File: config.mk
export PLATFORM = sky130hd
export DESIGN_NAME = store_unit
export DESIGN_NICKNAME = d
export VERILOG_FILES = /design/src/rtl/lsu_pkg.sv /design/src/rtl/store_encoder.sv /design/src/rtl/store_unit.sv
export SDC_FILE = /design/constraint.sdc
export NUM_CORES = 1
export LEC_CHECK = 0
export BUFFER_PORTS_ARGS = -buffer_cell sky130_fd_sc_hd__buf_4
export CAP_MARGIN = 25
export CORE_UTILIZATION = 45
export CTS_BUF_LIST = sky130_fd_sc_hd__clkbuf_2
export CTS_CLUSTER_DIAMETER = 60
export DETAILED_ROUTE_END_ITERATION = 12
export HOLD_SLACK_MARGIN = 0.03
export PLACE_DENSITY_LB_ADDON = 0.15
export SETUP_SLACK_MARGIN = 0.4
export SLEW_MARGIN = 20
export SYNTH_ARGS = -nofsm -noshare
export SYNTH_HDL_FRONTEND = slang
export SYNTH_HIERARCHICAL = 1
export SYNTH_SLANG_ARGS = --single-unit
File: constraint.sdc
create_clock -name clk -period 1.4 [get_ports clk]
set_input_delay 0.21 -clock clk [delete_from_list [all_inputs] [get_ports clk]]
set_output_delay 0.21 -clock clk [all_outputs]
set_load 0.01 [all_outputs]
File: src/rtl/lsu_pkg.sv
// Shared load/store definitions: funct3 encodings, completion error codes,
// bus response values and the store FSM state encoding.
package lsu_pkg;

    localparam logic [2:0] F3_SB = 3'b000;
    localparam logic [2:0] F3_SH = 3'b001;
    localparam logic [2:0] F3_SW = 3'b010;

    localparam logic [1:0] ERR_OK       = 2'b00;
    localparam logic [1:0] ERR_MISALIGN = 2'b01;
    localparam logic [1:0] ERR_ILLEGAL  = 2'b10;
    localparam logic [1:0] ERR_BUS      = 2'b11;

    localparam logic [1:0] BRESP_OKAY = 2'b00;

    typedef enum logic [1:0] {
        ST_IDLE   = 2'b00,
        ST_BUS    = 2'b01,
        ST_WAIT_B = 2'b10,
        ST_RESP   = 2'b11
    } store_state_t;

endpackage

File: src/rtl/store_encoder.sv
// Combinational SB/SH/SW encoder: byte offset and rs2 value to lane-replicated
// write data, byte strobes and fault flags.
module store_encoder
    import lsu_pkg::*;
(
    input  logic [1:0]  addr_lo_i,
    input  logic [31:0] data_i,
    input  logic [2:0]  funct3_i,
    output logic [31:0] wdata_o,
    output logic [3:0]  wstrb_o,
    output logic        misaligned_o,
    output logic        illegal_o
);

    always_comb begin
        wdata_o      = data_i;
        wstrb_o      = 4'h0;
        misaligned_o = 1'b0;
        illegal_o    = 1'b0;
        case (funct3_i)
            F3_SB: begin
                wdata_o = {4{data_i[7:0]}};
                wstrb_o = 4'b0001 << addr_lo_i;
            end
            F3_SH: begin
                wdata_o      = {2{data_i[15:0]}};
                wstrb_o      = 4'b0011 << addr_lo_i;
                misaligned_o = addr_lo_i[0];
            end
            F3_SW: begin
                wdata_o      = data_i;
                wstrb_o      = 4'hF;
                misaligned_o = (addr_lo_i != 2'b00);
            end
            default: begin
                // Misalignment is only meaningful for a known access size.
                illegal_o = 1'b1;
            end
        endcase
    end

endmodule

File: src/rtl/store_unit.sv
// Store path: latches one encoded store, drives it on the AW/W/B bus and
// reports a single-cycle completion with an error code.
module store_unit
    import lsu_pkg::*;
#(
    parameter int ADDR_W = 32,
    parameter int DATA_W = 32
) (
    input  logic                clk,
    input  logic                rst_n,
    input  logic                req_valid,
    output logic                req_ready,
    input  logic [ADDR_W-1:0]   req_addr,
    input  logic [DATA_W-1:0]   req_data,
    input  logic [2:0]          req_funct3,
    output logic                done,
    output logic [1:0]          err,
    output logic                awvalid,
    input  logic                awready,
    output logic [ADDR_W-1:0]   awaddr,
    output logic                wvalid,
    input  logic                wready,
    output logic [DATA_W-1:0]   wdata,
    output logic [DATA_W/8-1:0] wstrb,
    input  logic                bvalid,
    output logic                bready,
    input  logic [1:0]          bresp
);

    localparam int STRB_W = DATA_W / 8;

    store_state_t        state_q, state_d;
    logic [ADDR_W-1:0]   awaddr_q, awaddr_d;
    logic [DATA_W-1:0]   wdata_q, wdata_d;
    logic [STRB_W-1:0]   wstrb_q, wstrb_d;
    logic                aw_pend_q, aw_pend_d;
    logic                w_pend_q, w_pend_d;
    logic [1:0]          err_q, err_d;

    logic [DATA_W-1:0]   enc_wdata;
    logic [STRB_W-1:0]   enc_wstrb;
    logic                enc_misaligned;
    logic                enc_illegal;

    store_encoder u_enc (
        .addr_lo_i    (req_addr[1:0]),
        .data_i       (req_data),
        .funct3_i     (req_funct3),
        .wdata_o      (enc_wdata),
        .wstrb_o      (enc_wstrb),
        .misaligned_o (enc_misaligned),
        .illegal_o    (enc_illegal)
    );

    always_ff @(posedge clk or negedge rst_n) begin
        if (!rst_n) begin
            state_q   <= ST_IDLE;
            awaddr_q  <= '0;
            wdata_q   <= '0;
            wstrb_q   <= '0;
            aw_pend_q <= 1'b0;
            w_pend_q  <= 1'b0;
            err_q     <= ERR_OK;
        end else begin
            state_q   <= state_d;
            awaddr_q  <= awaddr_d;
            wdata_q   <= wdata_d;
            wstrb_q   <= wstrb_d;
            aw_pend_q <= aw_pend_d;
            w_pend_q  <= w_pend_d;
            err_q     <= err_d;
        end
    end

    always_comb begin
        state_d   = state_q;
        awaddr_d  = awaddr_q;
        wdata_d   = wdata_q;
        wstrb_d   = wstrb_q;
        aw_pend_d = aw_pend_q;
        w_pend_d  = w_pend_q;
        err_d     = err_q;
        req_ready = 1'b0;
        awvalid   = 1'b0;
        wvalid    = 1'b0;
        bready    = 1'b0;
        done      = 1'b0;
        case (state_q)
            ST_IDLE: begin
                req_ready = 1'b1;
                if (req_valid) begin
                    awaddr_d = {req_addr[ADDR_W-1:2], 2'b00};
                    wdata_d  = enc_wdata;
                    wstrb_d  = enc_wstrb;
                    if (enc_misaligned) begin
                        err_d   = ERR_MISALIGN;
                        state_d = ST_RESP;
                    end else if (enc_illegal) begin
                        err_d   = ERR_ILLEGAL;
                        state_d = ST_RESP;
                    end else begin
                        err_d     = ERR_OK;
                        aw_pend_d = 1'b1;
                        w_pend_d  = 1'b1;
                        state_d   = ST_BUS;
                    end
                end
            end
            ST_BUS: begin
                // AW and W retire independently; leave only when both have.
                awvalid   = aw_pend_q;
                wvalid    = w_pend_q;
                aw_pend_d = aw_pend_q && !awready;
                w_pend_d  = w_pend_q && !wready;
                if (!aw_pend_d && !w_pend_d) begin
                    state_d = ST_WAIT_B;
                end
            end
            ST_WAIT_B: begin
                bready = 1'b1;
                if (bvalid) begin
                    err_d   = (bresp == BRESP_OKAY) ? ERR_OK : ERR_BUS;
                    state_d = ST_RESP;
                end
            end
            ST_RESP: begin
                done    = 1'b1;
                state_d = ST_IDLE;
            end
            default: begin
                state_d = ST_IDLE;
            end
        endcase
    end

    assign awaddr = awaddr_q;
    assign wdata  = wdata_q;
    assign wstrb  = wstrb_q;
    assign err    = done ? err_q : ERR_OK;

endmodule

# After elaboration in Yosys (flattened, before gate mapping)
# Index checks and enable logic that the tools add are counted.
# W data, S select, Z words.
# word_totals
reg_bits,72
latchBits,0
mem_bits_rw,0
rom_bits,0
inputBits,75
out_inout_bits,75
elab_cells,63
n_memories,0
# classes
n_addsub,0
mul,0
n_div,0
magnitude_cmp,0
eq_ne,10
shift,2
n_mux,26
n_bitwise,0
n_reduce_logical,18
# ops
operator,n
$pmux W32 S2,1
$mux W2,11
$pmux W4 S3,1
$ne A2 B2 Y1 const B,5
$mux W1,8
$pmux W2 S4,1
$pmux W1 S2,3
$reduce_and A3 Y1,2
$reduce_bool A2 Y1,3
$eq A2 B2 Y1 const B,2
$logic_not A1 Y1,4
$logic_not A2 Y1,2
$pmux W2 S2,1
$reduce_and A4 Y1,1
$shl A1 B2 Y4 const A,1
$shl A2 B2 Y4 const A,1
$eq A3 B1 Y1 const B,1
$eq A3 B2 Y1 const B,1
$logic_and A1 B1 Y1,3
$logic_not A3 Y1,1
$reduce_or A3 Y1,1
$eq A2 B1 Y1 const B,1
$reduce_and A2 Y1,1

# Logic depth before layout (Yosys ltp)
# Gate-level depths: netlist of run 1.
# logic_depth
ltp_word,6
mapped_depth,8
depth_no_buf,7

# By module
# Netlist of run 1, hierarchy kept.
# by_module_without_submodules
module,instances,cells_each,area_each_um2,seq_area_each_um2
store_unit,1,190,3010.4,1801.7
store_encoder,1,70,536.8,0.0

# Least setup slack after synthesis of run 1
# No wires, ideal clock.
# synth_path
kind,register to register
startpoint,register state_q[0]
endpoint,register awaddr_q[10] (netlist: awaddr[10])
setup_time_ns,0.125
t_arrival_ns,1.488
path_slack_ns,-0.213
path_stages_with_launch,7
path_buffers,2
period_less_slack_ns,1.613
cell_sequence,dfrtp_1 -> inv_1 -> ha_1 -> nand2_1 -> buf_6 -> buf_6 -> mux2_4
# synth_via
elab_chain_cells,2
# synth_rtl
element,line_no,rtl
"start, declared",store_unit.sv:32,"store_state_t state_q, state_d;"
"start signal, assigned",store_unit.sv:65,state_q <= state_d;
$logic_not A2 Y1,store_unit.sv:88,case (state_q)
$reduce_and A2 Y1 (no line),--,
"end signal, assigned",store_unit.sv:66,awaddr_q <= awaddr_d;
"end, declared",store_unit.sv:33,"logic [ADDR_W-1:0] awaddr_q, awaddr_d;"
# No other way between the ends.
# A chain may end at the register's enable or synchronous reset.

# Worst setup path in the final report of run 1
# layout_path
startpoint,register state_q[1]
endpoint,output wvalid
# layout_via
elab_chain_cells,2
# layout_rtl
element,line_no,rtl
$eq A2 B1 Y1,store_unit.sv:88,
$mux W1,store_unit.sv:88,
"end, declared",store_unit.sv:21,"output logic wvalid,"
# No other way between the ends.

==> results of run 1 <==
final cells by class:
class	count	share of cell area
Clock inverter	7	0.00860
Timing Repair Buffer	301	0.440
Sequential cell	72	0.258
Tap cell	102	0.0183
Inverter	7	0.00448
Clock buffer	9	0.00645
Multi-Input combinational cell	161	0.264
repair_timing:
action | in CTS | in global routing
endpoints found under the setup margin | 145 | 145
endpoints found under the hold margin | 125 | 6
buffers inserted | 43 | 24
cloned | 7 | 0
hold buffers | 55 | 6
pin swaps | 8 | 3
gates resized for setup | 146 | 7
kinds of logic after synthesis:
group | count (synthesis)
flops | 72
simple gates | 29
compound gates | 33
fa+ha+maj | 5
other cells | 1
mux | 92
buf+inv | 28
critical path: cells and delay by family (launching register included):
family	cells	cell delay, ns
flops	1	0.47
buf+inv	3	0.33
fa+ha+maj	1	0.14
simple gates	1	0.14
registers in the layout (all words and copies together) (netlist names):
name / count
awaddr: 30
w_pend_q: 1
err_q: 2
state_q: 2
aw_pend_q: 1
wdata: 32
wstrb: 4
cells in the mapped netlist:
| master | instances |
|---|---|
| buf_2 | 5 |
| nand2b_1 | 2 |
| a21o_2 | 1 |
| nor2_4 | 1 |
| o22a_1 | 1 |
| nor3b_1 | 1 |
| inv_1 | 7 |
| o22ai_1 | 2 |
| a31oi_1 | 3 |
| nor3_4 | 1 |
| conb_1 | 1 |
| a21oi_1 | 13 |
| o21ai_0 | 5 |
| buf_4 | 11 |
| o221ai_1 | 1 |
| and2_1 | 4 |
| o21bai_1 | 1 |
| mux2_2 | 52 |
| a22oi_1 | 1 |
| buf_6 | 5 |
| mux2_4 | 30 |
| o22a_2 | 1 |
| mux2i_1 | 10 |
| dfrtp_1 | 72 |
| nand2_1 | 5 |
| a21o_1 | 4 |
| nor2_1 | 14 |
| ha_1 | 5 |
| or2_2 | 1 |
worst max-delay path by stage:
stage,to,from,slack (ns)
2_1_floorplan,state_q[0],state_q[0],-0.03
3_3_place_gp,wdata[8],req_funct3[1],-0.02
3_5_place_dp,wdata[8],req_funct3[1],-0.06
4_1_cts,wvalid,state_q[1],-0.36
5_1_grt,wvalid,state_q[1],-0.47
6_report,wvalid,state_q[1],-0.41
layout by cell type, fill, tap and decap left out, types with 7 or more instances in the layout:
cell | netlist | routed
dlygate4sd3_1 | 0 | 61
mux2_4 | 30 | 67
a21oi_1 | 13 | 13
buf_4 | 11 | 132
dfrtp_1 | 72 | 72
buf_6 | 5 | 84
buf_16 | 0 | 7
mux2_2 | 52 | 15
mux2i_1 | 10 | 10
clkbuf_2 | 0 | 9
nor2_1 | 14 | 12
buf_12 | 0 | 15
metrics by stage:
step           area, um^2  setup WS (ns)  instances  hold WS, ns
2_1_floorplan        3630        -0.0278        261      -0.0856
3_3_place_gp         4930        -0.0233        508        0.124
3_5_place_dp         4930        -0.0563        508        0.126
4_1_cts              6710         -0.356        629       0.0306
6_report             6980         -0.414        659       0.0699
5_1_grt              6980         -0.471        659       0.0347
power by group through the flow:
stage,logic (mW),clock network [mW],registers [mW]
global placement,5.22,0,3.68
detailed placement,5.32,0,3.74
global route,9.65,1.28,4.13
finish,9.31,1.17,4.05
CTS,8.18,1.15,3.88
floorplan,2.40,0,4.16
layer usage:
layer	routed length (um)	up-vias	GRT usage	part of all wire
met5	0	-	0	0
met4	768	0	0.167	0.053
met3	864	63	0.0926	0.060
met2	7620	166	0.593	0.53
met1	5230	1704	0.349	0.36
li1	-	1495	-	-
==> results.cfg, run 1 <==
[outcome]
status = finished with violations
violations = negative setup slack

[synthesis]
synth_cells = 260
synth_adder_area_share = 0.0176
yosysWarningCount = 6
ys_ff_latch = 72
synth_top_cell_by_area = dfrtp_1
synth.yosys.seq_area_share = 0.508
yosys.area_share.simple = 0.0423
ys_top_cells_by_area = dfrtp_1 51%, mux2_2 17%, mux2_4 13%, mux2i_1 2.8%, buf_4 2.3%
synth_xor_area_frac = 0
syn_area_um2 = 3550
synth_top_family_by_area = multiplexers
ys_types = 29
synth_top_area_frac = 0.508
syn_avg_cell_area_um2 = 13.6
synth_compound_area_frac = 0.0571
muxShareOfSynthArea = 0.320

[floorplanning]
io_pins = 150
num_rows = 32
die-height_um = 90.8
start_util = 0.461
die_width_um = 90.8
core_area_um2 = 7690
die_area_um2 = 8240

[global_route]
grt_start_max_net_pins = 30
track_usage = 0.329
grt_pass1_vias = 3786
grt_pass1_wl_mm = 20.3
grt_overflow_total = 0
antenna_found_initial = 0

[timing]
rsz0062_at_grt = yes
fin_crit_sh = 1.30
timing.fmax_mhz = 551
fin_ws_ns = -0.414
finalSetupViolations = 82
fin_tns_setup_ns = -24.87
finalMaxSlewViolations = 0
finClkSkew_ns = 0.0453
period_minus_slack_ns = 1.81
final_hold_viol_count = 0

[power]
p_seq_frac = 0.279
power.density_nw_per_um2 = 2080
power_mw = 14.5
switching_share = 0.351
peakVddDrop_uv = 1220
p_int_mw = 9.43
power_frac_comb = 0.640
leakage_nw = 3.54
p_sw_mw = 5.10
p_clk_frac = 0.080

[worst_setup_path]
crit_type = reg2out
cpMostUsedCell = buf_6
r2r_cells = 9
cp-start-kind = register
cp.arrival_ns = 1.60
ff2ff_setup_slack_ns = -0.39
path_cells = inv_2, buf_6, ha_4, and2_4, buf_6
worstPathMaxFanout = 3
worst_path_largest_cell_delay_ns = 0.47
rr_startpoint = state_q[1]
setup.worst_path.end_class = output pin
cp_data_required_time_ns = 1.19
cp_slowest_cell = dfrtp_1
r2r-end = awaddr[29]

[min_path]
worst_hold_path_type = in2reg
holdPathEnd = wdata[29]
hold_depth = 4
min_from = req_data[29]

[drt]
drcViolationCount = 0
postRouteAntennaNets = 0
wirelength_mm = 14.5
drt-wirelength-per-cell_um = 22.0
viasPerCell = 5.20
dr.pass1.iters = 6
drtIter0Drc = 116
num_vias = 3428

[clock_tree]
cts_tree = built
cts_root_buf = clkbuf_2
cts.clk_slew.worst_paths_ns = 0.24
clk_path_buf_depth = 2
htreeDepth = 3
cts_inserted_buffers = 9
cts_sinks = 72
insertion_delay_ns = 0.57

[finish]
nFillCells = 291
postLayoutCoreUtil = 0.908
regArea_um2 = 1800
multi_input_area_um2 = 1840
drive_above_1_share = 0.654
final_nets = 632
antenna_cells = 0
area_growth_pct = 96.8

[place]
dp_hpwl_mm = 6.03
port_buffers = 147
gp_congestion = 0.815

[job]
drv_cap = 0
Power figures use the tool's default switching activity.
==> run 2: changes to the inputs <==
--- a/config.mk
+++ b/config.mk
@@ -7,7 +7,9 @@
 export LEC_CHECK = 0
 export BUFFER_PORTS_ARGS = -buffer_cell sky130_fd_sc_hd__buf_4
 export CAP_MARGIN = 25
-export CORE_UTILIZATION = 45
+export CELL_PAD_IN_SITES_DETAIL_PLACEMENT = 0
+export CELL_PAD_IN_SITES_GLOBAL_PLACEMENT = 1
+export CORE_UTILIZATION = 35
 export CTS_BUF_LIST = sky130_fd_sc_hd__clkbuf_2
 export CTS_CLUSTER_DIAMETER = 60
 export DETAILED_ROUTE_END_ITERATION = 12
==> run 2 against run 1 <==
  * The run still ends with negative setup slack left
  * Final area decreased by 2.3%
  * Hold slack got worse by 0.0034 ns
  * Core utilization decreased by 21 points
  * Via count decreased by 9.8%
  * Critical path depth increased by 4
  * Clock power increased by 7%
  * Wire length decreased by 25%
  * Worst setup slack improved by 0.056 ns
  * Count of clock-buffer cells in the layout increased by 1
  * Critical path type is now reg2reg
  * Critical endpoint is now wdata[5]
  * Largest power group unchanged
==> results.cfg, run 2 (same netlist as run 1, synthesis figures left out) <==
[worst_setup_path]
worstPathMaxFanout = 5
cp_data_required_time_ns = 1.86
startpoint = state_q[1]
crit_type = reg2reg
r2r-end = wdata[5]
cp-start-kind = register
r2r_cells = 9
cp.arrival_ns = 2.21
crit_end = wdata[5]
setup.worst_path.end_class = register
ff2ff_setup_slack_ns = -0.36
rr_startpoint = state_q[1]

[floorplanning]
num_rows = 36
io_pins = 150
die-height_um = 103
start_util = 0.361
die_area_um2 = 10500
die_width_um = 103
core_area_um2 = 9820

[clock_tree]
cts_sinks = 72
clk_path_buf_depth = 2
insertion_delay_ns = 0.55
cts_inserted_buffers = 9
htreeDepth = 3
cts_tree = built
cts.clk_slew.worst_paths_ns = 0.22
cts_root_buf = clkbuf_2

[global_route]
antenna_found_initial = 0
grt_pass1_vias = 3226
track_usage = 0.208
grt_overflow_total = 0
grt_pass1_wl_mm = 16.2
grt_start_max_net_pins = 40

[outcome]
violations = negative setup slack
status = finished with violations

[drt]
drt-wirelength-per-cell_um = 16.1
wirelength_mm = 10.9
dr.pass1.iters = 4
viasPerCell = 4.58
num_vias = 3093
postRouteAntennaNets = 0
drcViolationCount = 0
drtIter0Drc = 52

[timing]
period_minus_slack_ns = 1.76
fin_ws_ns = -0.357
timing.fmax_mhz = 569
finalMaxSlewViolations = 0
fin_crit_sh = 1.26
rsz0062_at_grt = yes
finalSetupViolations = 79
finClkSkew_ns = 0.0407
final_hold_viol_count = 0

[finish]
area_growth_pct = 92.3
final_common_cell = buf_4
regArea_um2 = 1800
final_nets = 617
multi_input_area_um2 = 1850
nFillCells = 718
final_cells = 675
most-common-layout-cells = 116 x buf_4, 89 x buf_6, 72 x dfrtp_1, 64 x mux2_4, 64 x dlygate4sd3_1
drive_above_1_share = 0.633
antenna_cells = 0
largest_reg_flops = 32

[place]
dp_hpwl_mm = 6.38
gp_congestion = 0.704
placed_cells = 546
port_buffers = 147
dp_slack_ns = -0.0543

[job]
drv_cap = 0

[power]
power_mw = 13.3
leakage_nw = 3.42
power.density_nw_per_um2 = 1960
peakVddDrop_uv = 978

[min_path]
worst_hold_path_type = in2reg
hold_depth = 4
-- run 2: worst max-delay path, stage by stage, from the launching register on --
cell,delay [ns]
dfrtp_1,0.43
inv_2,0.06
buf_4,0.13
ha_4,0.15
buf_4,0.13
buf_8,0.14
nand2_8,0.10
buf_6,0.13
buf_16,0.12
mux2_2,0.32
-- run 2: how the worst min path moves through the flow --
| stage | to | start |
|---|---|---|
| 2_1_floorplan | aw_pend_q | rst_n |
| 3_3_place_gp | wstrb[1] | rst_n |
| 3_5_place_dp | wstrb[2] | rst_n |
| 4_1_cts | wdata[27] | req_data[27] |
| 5_1_grt | wdata[24] | req_data[24] |
| 6_report | wdata[27] | req_data[27] |
-- run 2: stage by stage --
step                      cell area (um^2)   util  hold slack (ns)  TNS (ns)
after global placement                4980  0.507            0.145    -0.924
after floorplan                       3630      -          -0.0856    -0.886
after detailed placement              4980  0.507            0.147     -1.84
final                                 6820  0.695           0.0664    -22.31
after global routing                  6820  0.695           0.0356    -27.21
after CTS                             6550  0.667           0.0315     -8.21
-- run 2: cell type report --
cell class                      count  area share
Clock buffer                       10     0.00734
Clock inverter                      6     0.00990
Inverter                            7     0.00422
Multi-Input combinational cell    163       0.271
Sequential cell                    72       0.264
Tap cell                          133      0.0244
Timing Repair Buffer              284       0.419
-- run 2: repair_timing --
| item | in CTS | in global routing |
|---|---|---|
| gates cloned | 8 | 0 |
| setup endpoints to repair | 145 | 145 |
| endpoints found under the hold margin | 133 | 1 |
| hold buffers | 63 | 1 |
| gates resized for setup | 113 | 40 |
| pin swaps | 7 | 2 |
| buffers inserted | 26 | 15 |
-- run 2: per-layer routing --
layer / track usage / up-vias / wire [um]
met1: 0.248 / 1514 / 4500
met2: 0.355 / 91 / 5640
met4: 0.0769 / 0 / 194
met3: 0.0603 / 16 / 554
met5: 0 / - / 0
li1: - / 1472 / -
-- run 2: power by group --
| group | internal [mW] | leakage, nW | switching, mW |
|---|---|---|---|
| clock network | 0.424 | 0.0685 | 0.821 |
| logic | 5.46 | 2.50 | 2.68 |
| registers | 3.13 | 0.850 | 0.825 |
==> run 3: changes to the inputs <==
--- a/config.mk
+++ b/config.mk
@@ -5,11 +5,12 @@
 export SDC_FILE = /design/constraint.sdc
 export NUM_CORES = 1
 export LEC_CHECK = 0
+export ABC_AREA = 1
 export BUFFER_PORTS_ARGS = -buffer_cell sky130_fd_sc_hd__buf_4
 export CAP_MARGIN = 25
 export CELL_PAD_IN_SITES_DETAIL_PLACEMENT = 0
 export CELL_PAD_IN_SITES_GLOBAL_PLACEMENT = 1
-export CORE_UTILIZATION = 35
+export CORE_UTILIZATION = 31
 export CTS_BUF_LIST = sky130_fd_sc_hd__clkbuf_2
 export CTS_CLUSTER_DIAMETER = 60
 export DETAILED_ROUTE_END_ITERATION = 12
==> run 3 against run 2 <==
  * Hold slack got worse by 0.0037 ns
  * Via count rose by 34%
  * Largest cell class unchanged
  * Worst setup slack improved by 0.083 ns
  * Highest routed layer unchanged
  * Clock skew fell by 0.0095 ns
  * Total power rose by 4.7%
  * The run still ends with negative setup slack left
==> results.cfg, run 3 <==
[outcome]
status = finished with violations
violations = negative setup slack

[place]
dp_slack_ns = 0.0791
dp_hpwl_mm = 7.26
gp_congestion = 0.747
port_buffers = 147

[synthesis]
yosysWarningCount = 6
synth_edf_count = 0
synth_top_area_frac = 0.510
yosysMostFrequentCell = nand2_1
syn_area_um2 = 3530
ys_top_cells_by_area = dfrtp_1 51%, nand2_1 30%, nand3_1 6.0%, buf_4 2.6%, buf_6 2.6%
synth.yosys.seq_area_share = 0.510
synth_cells = 469
ys_types = 18
synth_common_cells = 280 x nand2_1, 72 x dfrtp_1, 42 x nand3_1
synth_top_cell_by_area = dfrtp_1
syn_avg_cell_area_um2 = 7.53
synthArstFlopShare = 1.00
ys_ff_latch = 72
synth_ff_type = dfrtp_1

[clock_tree]
cts.clk_slew.worst_paths_ns = 0.25
clk_path_buf_depth = 2
cts_inserted_buffers = 9
htreeDepth = 3
insertion_delay_ns = 0.55
cts_sinks = 72
cts_tree = built
cts_root_buf = clkbuf_2

[worst_setup_path]
cp.arrival_ns = 1.46
r2r_cells = 9
cp_data_required_time_ns = 1.19
cp-start-kind = register
rr_startpoint = state_q[0]
r2r-end = wdata[27]
worst_path_largest_cell_delay_ns = 0.51
path_cells = inv_4, ha_4, nand2_2, inv_2, buf_6
ff2ff_setup_slack_ns = -0.19
worstPathMaxFanout = 4
setup.worst_path.end_class = output pin
crit_type = reg2out
cp_slowest_cell = dfrtp_2

[finish]
antenna_cells = 0
nFillCells = 887
area_growth_pct = 109
drive_above_1_share = 0.521
largest_reg_flops = 32
final_common_cell = nand2_1
most-common-layout-cells = 159 x nand2_1, 140 x buf_4, 81 x buf_6, 77 x nand2_2, 69 x dfrtp_1
postLayoutCoreUtil = 0.672
final_nets = 844

[floorplanning]
io_pins = 150
die_area_um2 = 11800
start_util = 0.321
die_width_um = 109
die-height_um = 109
core_area_um2 = 11000
num_rows = 38

[drt]
drcViolationCount = 0
drtIter0Drc = 240
drt-wirelength-per-cell_um = 15.3
postRouteAntennaNets = 0
viasPerCell = 4.58
wirelength_mm = 13.9
dr.pass1.iters = 5
num_vias = 4160

[global_route]
antenna_found_initial = 0
busiest_layer = met2
track_usage = 0.207
grt_overflow_total = 0
grt_use_met1 = 0.263
grtUsageMet3 = 0.0406
grtUsageMet2 = 0.357
grt_pass1_vias = 3756
grt_start_max_net_pins = 28
grt_pass1_wl_mm = 18.6

[timing]
period_minus_slack_ns = 1.67
timing.fmax_mhz = 597
final_hold_viol_count = 0
finClkSkew_ns = 0.0313
rsz0062_at_grt = yes
fin_ws_ns = -0.274
finalSetupViolations = 77
finalMaxSlewViolations = 0
fin_crit_sh = 1.20

[power]
power.density_nw_per_um2 = 1890
leakage_nw = 3.99
peakVddDrop_uv = 1160

[min_path]
worst_hold_path_type = in2async

[job]
drv_cap = 0
run 3: kinds of logic (layout without fill, tap and decap cells):
family,after synthesis,count (layout),synth area share
simple gates,332,332,0.373
flops,72,72,0.510
buf+inv,53,352,0.0893
compound gates,6,6,0.00850
fa+ha+maj,5,5,0.0177
other cells,1,2,0.00106
run 3: stage by stage:
stage / setup TNS, ns / instance area (um^2) / hold slack (ns) / std cells / power, mW
floorplan: 0 / 3590 / -0.0856 / 470 / 6.06
global placement: 0 / 4750 / 0.151 / 739 / 8.19
detailed placement: 0 / 4750 / 0.150 / 739 / 8.25
CTS: -3.00 / 6070 / 0.0398 / 846 / 10.9
global route: -13.63 / 7380 / 0.0551 / 909 / 14.8
finish: -10.59 / 7380 / 0.0628 / 909 / 14.0
run 3: worst max path at each step:
stage,start,cells past startpoint,to
finish,state_q[1],5,awvalid
global placement,state_q[1],7,awaddr[8]
floorplan,state_q[1],8,wdata[15]
global route,state_q[1],5,awvalid
detailed placement,state_q[1],7,awaddr[3]
CTS,state_q[1],5,awvalid
run 3: cell type report:
type | count | area [um^2] | area share
timing repair buffer | 312 | 3160 | 0.428
clock buffer | 10 | 50.0 | 0.00678
inverter | 24 | 115 | 0.0156
clock inverter | 6 | 42.5 | 0.00577
tap | 140 | 175 | 0.0237
multi-input combinational | 345 | 2030 | 0.275
sequential | 72 | 1810 | 0.245
run 3: metal layers:
metal | up-vias | wire length (um)
met3 | 13 | 692
met5 | - | 0
met2 | 136 | 7200
met1 | 1996 | 5790
met4 | 0 | 233
li1 | 2015 | -
run 3: critical path: cells and delay by family (launching register included):
kind	cells	cell delay (ns)
buffers and inverters	3	0.24
AND/OR/NAND/NOR	1	0.05
adder cells (fa/ha/maj)	1	0.15
flip-flops	1	0.51
run 3: power breakdown:
part           leakage [nW]  switching, mW  internal [mW]  total, mW
Sequential            0.898          0.844           3.06       3.90
Clock                0.0603          0.852          0.248       1.10
Combinational          3.03           3.84           5.14       8.97
run 3: timing repair:
item	CTS	global route
hold endpoints to repair	139	0
resized for setup	85	200
setup endpoints to repair	145	145
pin swaps	1	43
buffers inserted	20	50
hold buffers	68	0
gates cloned	3	13
